==> src/rtl/wb_port_arbiter.sv <==
// wb_port_arbiter
// Shares the single register-file write port between the pipeline W stage
// (priority requester) and a long-latency execution unit whose results wait
// in a small FIFO. A starvation counter forces a one-cycle stall so queued
// results can drain. Queued results made stale by a younger pipeline write
// to the same register are killed and drop out without using the port.
//
// Ports:
//   CLK, RST             clock, synchronous active-high reset
//   WEN_W/WA_W/WD_W      W-stage write request (WEN_W active-low)
//   LL_VALID/LL_READY    long-latency result handshake
//   LL_WA/LL_WD          long-latency result address/data
//   RF_WEN/RF_WA/RF_WD   register-file write port (RF_WEN active-low)
//   STALL_REQ            hold M/W and upstream stages this cycle
//   LL_PENDING           FIFO holds at least one live entry
module wb_port_arbiter #(
  parameter int DEPTH      = 2,
  parameter int DW         = 32,
  parameter int AW         = 5,
  parameter int STARVE_MAX = 4
) (
  input  logic          CLK,
  input  logic          RST,
  input  logic          WEN_W,
  input  logic [AW-1:0] WA_W,
  input  logic [DW-1:0] WD_W,
  input  logic          LL_VALID,
  output logic          LL_READY,
  input  logic [AW-1:0] LL_WA,
  input  logic [DW-1:0] LL_WD,
  output logic          RF_WEN,
  output logic [AW-1:0] RF_WA,
  output logic [DW-1:0] RF_WD,
  output logic          STALL_REQ,
  output logic          LL_PENDING
);

  localparam int PW = $clog2(DEPTH);
  localparam int CW = PW + 1;
  localparam logic [3:0] SMAX = 4'(STARVE_MAX);

  logic [AW-1:0]    wa_q [DEPTH];
  logic [DW-1:0]    wd_q [DEPTH];
  logic [DEPTH-1:0] kill_q, kill_d;
  logic [PW-1:0]    rd_ptr_q, wr_ptr_q;
  logic [CW-1:0]    count_q, count_d;
  logic [3:0]       starve_q, starve_d;
  logic             force_q, force_d;

  logic [DEPTH-1:0] occ;
  logic             head_valid, head_kill, head_live;
  logic             full, push, pop;
  logic             force_g, pipe_g, fifo_g, squash;

  always_comb begin
    occ = '0;
    for (int unsigned i = 0; i < DEPTH; i++) begin
      // slot i is occupied when its distance from the read pointer is below count
      occ[i] = CW'(PW'(i) - rd_ptr_q) < count_q;
    end

    head_valid = (count_q != '0);
    head_kill  = kill_q[rd_ptr_q];
    head_live  = head_valid & ~head_kill;

    full     = (count_q == CW'(DEPTH));
    LL_READY = ~RST & ~full;
    push     = LL_VALID & LL_READY;

    force_g = force_q & head_live;
    pipe_g  = ~force_g & ~WEN_W;
    fifo_g  = head_live & ~pipe_g;
    // a killed head leaves without the port, so it may pop alongside a pipeline grant
    pop     = fifo_g | (head_valid & head_kill);
    squash  = pipe_g & (WA_W != '0);

    count_d = count_q + CW'(push) - CW'(pop);

    starve_d = '0;
    if (head_live && !fifo_g) begin
      starve_d = (starve_q == SMAX) ? starve_q : starve_q + 4'd1;
    end
    force_d = (starve_d == SMAX);

    kill_d = kill_q;
    for (int unsigned i = 0; i < DEPTH; i++) begin
      if (squash && occ[i] && (wa_q[i] == WA_W)) kill_d[i] = 1'b1;
    end
    if (push) kill_d[wr_ptr_q] = squash & (LL_WA == WA_W);

    LL_PENDING = ~RST & |(occ & ~kill_q);
  end

  always_comb begin
    RF_WEN    = 1'b1;
    RF_WA     = '0;
    RF_WD     = '0;
    STALL_REQ = 1'b0;
    if (!RST) begin
      if (fifo_g) begin
        RF_WEN    = 1'b0;
        RF_WA     = wa_q[rd_ptr_q];
        RF_WD     = wd_q[rd_ptr_q];
        STALL_REQ = force_g;
      end else if (pipe_g) begin
        RF_WEN = 1'b0;
        RF_WA  = WA_W;
        RF_WD  = WD_W;
      end
    end
  end

  always_ff @(posedge CLK) begin
    if (RST) begin
      kill_q   <= '0;
      rd_ptr_q <= '0;
      wr_ptr_q <= '0;
      count_q  <= '0;
      starve_q <= '0;
      force_q  <= 1'b0;
    end else begin
      kill_q   <= kill_d;
      count_q  <= count_d;
      starve_q <= starve_d;
      force_q  <= force_d;
      if (push) wr_ptr_q <= wr_ptr_q + PW'(1);
      if (pop)  rd_ptr_q <= rd_ptr_q + PW'(1);
    end
  end

  always_ff @(posedge CLK) begin
    if (push) begin
      wa_q[wr_ptr_q] <= LL_WA;
      wd_q[wr_ptr_q] <= LL_WD;
    end
  end

endmodule

==> config.mk <==
export PLATFORM = sky130hd
export DESIGN_NAME = wb_port_arbiter
export DESIGN_NICKNAME = d
export VERILOG_FILES = /design/src/rtl/wb_port_arbiter.sv
export SDC_FILE = /design/constraint.sdc
export NUM_CORES = 1
export LEC_CHECK = 0
export BUFFER_PORTS_ARGS = -buffer_cell sky130_fd_sc_hd__buf_4
export CAP_MARGIN = 5
export CORE_MARGIN = 4
export CORE_UTILIZATION = 25
export CTS_CLUSTER_DIAMETER = 80
export DETAILED_ROUTE_END_ITERATION = 6
export GPL_ROUTABILITY_DRIVEN = 0
export GPL_TIMING_DRIVEN = 0
export SYNTH_ARGS = -nofsm -noshare
export SYNTH_HDL_FRONTEND = slang
export SYNTH_SLANG_ARGS = --single-unit
==> constraint.sdc <==
create_clock -name CLK -period 2.1 [get_ports CLK]
set_input_delay 0.105 -clock CLK [delete_from_list [all_inputs] [get_ports CLK]]
set_output_delay 0.105 -clock CLK [all_outputs]
set_load 0.02 [all_outputs]
---- Word level (Yosys, flattened, before mapping) ----
Memories as Yosys holds them, arrays and structs flattened. A register that Yosys moved wholly into a read port is not among the register bits.
Index checks and enable logic that the tools add are counted.
cells by class
  $add $sub $neg .......................... 7
  order comparisons ....................... 5
  equality and inequality tests ........... 6
  multiplexer cells ....................... 27
  bitwise operators ....................... 19
  reduce and logical (&&, ||, !) cells .... 10
operators by type and width
  kind                                                                           count
  32-bit 2-to-1 mux                                                              3
  1-bit 2-to-1 mux                                                               16
  5-bit equality test                                                            3
  5-bit 2-to-1 mux                                                               3
  1-bit AND                                                                      10
  4-bit by 3-bit equality test with 1-bit output (second input constant)         2
  4-bit 2-to-1 mux                                                               2
  1-bit logical AND                                                              6
  1-bit NOT                                                                      6
  5-bit nonzero test                                                             1
  4-bit by 1-bit adder with 4-bit output (second input constant)                 1
  1-bit by 2-bit less-than comparator with 1-bit output (second input constant)  2
  2-bit less-than comparator                                                     2
  1-bit by 1-bit subtractor with 2-bit output (first input constant)             2
  1-bit adder (second input constant)                                            2
  2-bit by 1-bit adder with 2-bit output                                         1
  2-bit AND                                                                      1
  2-bit bitwise mux                                                              1
  2-bit equality test (second input constant)                                    1
  2-bit 2-to-1 mux                                                               1
  2-bit NOT                                                                      1
  2-bit nonzero test                                                             1
  2-bit OR reduction                                                             1
  2-bit by 1-bit subtractor with 2-bit output                                    1
  other kinds (4)                                                                4
storage, ports and cells
  flip-flop bits (word level) ............. 11
  memory bits (writable) .................. 74
  output and inout bits ................... 41
  logic and storage cells ................. 82
  memories kept ........................... 2
memory list
  memory  words  width  read ports  clocked after Yosys merged registers in  write ports  line  text
  wd_q    2      32     1           1                                        1            43    logic [DW-1:0] wd_q [DEPTH];
  wa_q    2      5      3           1                                        1            42    logic [AW-1:0] wa_q [DEPTH];

---- Logic depth before layout (Yosys ltp) ----
  depth in word-level cells ............... 13
  gate-level depth with buffers ........... 7
  depth with buffers taken out ............ 7

---- Worst setup path after synthesis ----
Ideal clock, no wire load.
  path kind ............................... flip-flop to flip-flop
  start ................................... register count_q[1]
  end ..................................... memory wa_q[0][0] (enable)
  data arrival time ....................... 1805 ps
  data required time ...................... 1709 ps
  slack ................................... -96 ps
  stages on the path, launching flop included .. 4
  cells stage by stage .................... dfxtp_1 -> nor2b_1 -> or4b_1 -> inv_1
on the way
  longest elaborated chain between the ends .. 6
ends and longest elaborated chain
  item                                    line  text
  start, declared                         46    logic [CW-1:0] count_q, count_d;
  start signal, assigned                  123   count_q <= count_d;
  2-bit equality test                     66    full = (count_q == CW'(DEPTH));
  1-bit NOT                               67    LL_READY = ~RST & ~full;
  1-bit AND                               67
  1-bit AND                               68    push = LL_VALID & LL_READY;
  1-bit 2-to-1 mux                        132   if (push) begin
  1-bit 2-to-1 mux (implied by the code)  133   wa_q[wr_ptr_q] <= LL_WA;
  end, declared                           42
No other way between the ends.

---- Worst setup path in the final report ----
  start ................................... register rd_ptr_q
  end ..................................... output RF_WA[3]
on the way
  longest elaborated chain between the ends .. 11
  elaborated cells on any way between the ends .. 12
  those cells by class .................... mux: 5; bitwise: 7
ends and longest elaborated chain
  item                                                     line  text
  start, declared                                          45    logic [PW-1:0] rd_ptr_q, wr_ptr_q;
  start signal, assigned                                   127   if (pop) rd_ptr_q <= rd_ptr_q + PW'(1);
  1-bit 2-to-1 mux (implied by the code) (*) (2 in a row)  63    head_kill = kill_q[rd_ptr_q];
  1-bit NOT (*)                                            64    head_live = head_valid & ~head_kill;
  1-bit AND (*)                                            64
  1-bit AND                                                70    force_g = force_q & head_live;
  1-bit NOT                                                71    pipe_g = ~force_g & ~WEN_W;
  1-bit AND                                                71
  1-bit NOT                                                72    fifo_g = head_live & ~pipe_g;
  1-bit AND                                                72
  5-bit 2-to-1 mux (*)                                     100   if (fifo_g) begin
  5-bit 2-to-1 mux (*)                                     99    if (!RST) begin
  end, declared                                            32    output logic [AW-1:0] RF_WA,
Mark *: on every way between the ends. The rest lies on a longest branch, timed or not. The select of a mux whose other input is x is not followed.

==> reports/metrics.yaml <==
synth.avg_cell_area_sq_um: 13.1
drt_iter0_drc: 116
grt_usage: 0.116
power_density_nw_per_um2: 895
worstPathArrival_ps: 1960
clk_pin_slew_ps: 60
regToRegStartpoint: "count_q[0]$_SDFF_PP0_"
reg2reg_slack_ps: 150
async_flop_share: 0
ios: 119
route.detailed.drc: 0
min_from: "WEN_W"
timing.fmax_mhz: 485
end_kind: "output pin"
power.total_w: 0.00543
synth_common_cells: "edfxtp_1, nor2_1, a22oi_1, mux2_2, clkbuf_1"
fp.dieH_microns: 135
place_area_sq_um: 5160
area_growth_pct: 49.8
synth_edf_count: 74
synth_seq_area_share: 0.608
first_pass_iters: 4
cts_made_buffers: 9
io_buffers: 112
p_sw_w: 0.00161
power_leakage_nw: 2.26
grt_first_pass_wirelength_mm: 16.3
p_comb_frac: 0.325
fp-row-count: 46
whs_ps: 148
synth_largest_area_cell: "edfxtp_1"
ys_ff_latch: 86
vias_per_cell: 4.43
vias: 3104
core_sq_um: 15900
cts_tree: "done"
ir_drop_uv: 418
min_period_over_period: 0.982
fill_cells: 1563
synth_most_common_cell: "edfxtp_1"
worst_setup_path_start_kind: "flop"
cts_root_buf: "clkbuf_16"
tightest_slew_ps: 683
dieWidth_microns: 135
drv_slew: 0
synth_nets: 392
final_cell_area_sq_um: 6070
critical_path_class: "reg -> out"
antenna_found_initial: 0
ant_nets: 0
finalHoldViolCount: 0
ys_warn_count: 0
synth_cells: 310
critPathRequiredTime_ps: 2000
rr_endpoint: "count_q[1]$_SDFF_PP0_"
rsz0062_at_grt: "yes"
switching_share: 0.296
ff2ff_path_depth: 7
hold_depth: 3
place_ws_ps: -313
maxCapViolCount: 0
fin_worst_skew_ps: 6.35
holdPathEnd: "starve_q[1]$_SDFF_PP0_"
overflow: 0
holdCritPathClass: "in -> reg"
cts_sinks: 86
netlist_area_sq_um: 4050
grt_pass1_vias: 3322
drt_wl_total_mm: 10.7
drive_gt1_frac: 0.433
setup_ws_ps: 37.6
ys.flop_type: "edfxtp_1"
synth_top_area_share: 0.549
clk_path_buf_depth: 2
ys_types: 40
grt_max_degree: 40
min_period_ps: 2060
clock_latency_ps: 330
p_int_w: 0.00382
dieArea_sq_um: 18300
seqCellArea_sq_um: 2470
final_nets: 562
setup_violations: 0
synthTopCellsByArea: "edfxtp_1, mux2_2, a22oi_1"
htree_levels: 3
status: "finished, final reports clean"
initial_utilization: 0.255
diodes: 0
cp_max_fo: 10
clkPwrFrac: 0.291
wl_per_cell_microns: 15.2
place_hpwl_mm: 7.39
p_seq_frac: 0.384
slew_headroom: 0.545
multi_input_area_sq_um: 1530
-- repair_timing --
action                                 in CTS  in global routing
gates resized for setup                    13                 31
gates cloned                                1                  1
setup buffers                               5                  3
setup endpoints to repair                 112                 55
pin swaps                                   0                  1
hold buffers                               37                  0
endpoints found under the hold margin      74                  0
-- through the flow --
stage / std cells / util / setup TNS, ps
final: 701 / 0.382 / 0
after global routing: 701 / 0.382 / -292
after CTS: 697 / 0.372 / 0
after detailed placement: 638 / 0.325 / -16210
after global placement: 638 / 0.325 / -13370
after floorplan: 310 / - / 0
-- critical path, stage by stage (launching register included) --
cell and delay (ps):
dfxtp_4 380, mux2i_4 290, nor3b_4 270, buf_6 150, buf_8 120, a22oi_1 70
nor2_1 160, buf_4 170
-- state kept, by name, indices dropped and copies added (netlist names), named ones only --
signal	cells
wd_q	64
wa_q	10
starve_q	4
count_q	2
kill_q	2
force_q	1
rd_ptr_q	1
wr_ptr_q	1
-- per-layer routing --
layer,track usage,vias up,share of wire
met5,0,-,0
met4,0.0409,0,0.015
met3,0.0319,11,0.044
met2,0.207,92,0.53
met1,0.132,1496,0.41
li1,-,1505,-
-- power by group through the flow --
stage	sequential [W]	clock, W	combinational, W
finish	0.00208	0.00158	0.00176
global route	0.00210	0.00170	0.00191
CTS	0.00208	0.00163	0.00165
detailed placement	0.00212	0	0.00151
global placement	0.00211	0	0.00150
floorplan	0.00209	0	0.00101
-- layout make-up --
class	count	area share
Clock buffer	9	0.0371
Timing Repair inverter	1	0.00124
Inverter	6	0.00433
Timing Repair Buffer	158	0.218
Multi-Input combinational cell	196	0.253
Buffer	22	0.0241
Clock inverter	7	0.0120
Sequential cell	86	0.406
Tap cell	216	0.0445
-- worst max path at each step --
stage | start | end | slack, ps | cells past startpoint
after global routing | rd_ptr_q$_SDFFE_PP0P_ | RF_WA[3] | -50 | 7
after global placement | count_q[1]$_SDFF_PP0_ | wd_q[0][26]$_DFFE_PP_ | -310 | 3
final | rd_ptr_q$_SDFFE_PP0P_ | RF_WA[3] | 40 | 7
after floorplan | count_q[1]$_SDFF_PP0_ | wa_q[0][0]$_DFFE_PP_ | 210 | 3
after detailed placement | count_q[1]$_SDFF_PP0_ | wd_q[0][3]$_DFFE_PP_ | -310 | 3
after CTS | rd_ptr_q$_SDFFE_PP0P_ | RF_WD[23] | 3 | 7
-- cell families (layout without fill, tap and decap cells) --
family	Yosys count	count (layout)	synth area share
multiplexers	38	38	0.108
AO/OA/AOI/OAI	56	56	0.103
XOR/XNOR	19	19	0.0411
flip-flops	86	86	0.608
AND/OR/NAND/NOR	79	79	0.0945
adder cells (fa/ha/maj)	4	4	0.0124
buffers and inverters	28	203	0.0327
-- cell usage in the layout (no fill, tap or decap), drive strengths merged, types with 2 or more instances in the layout --
cell type    count
a21oi            6
dfxtp           12
dlygate4sd3     37
xor2            16
nor3             5
nand2            2
a41oi            2
nor4             2
nor2            53
inv              6
a22oi           37
clkinvlp         4
ha               4
nand3            4
o21ai            4
xnor2            3
nand2b           2
mux2            37
buf            128
clkinv           3
a211oi           2
clkbuf          24
nor2b            2
nand4            2
edfxtp          74
nor3b            2
Note: power is estimated with default switching activity, not from simulation.
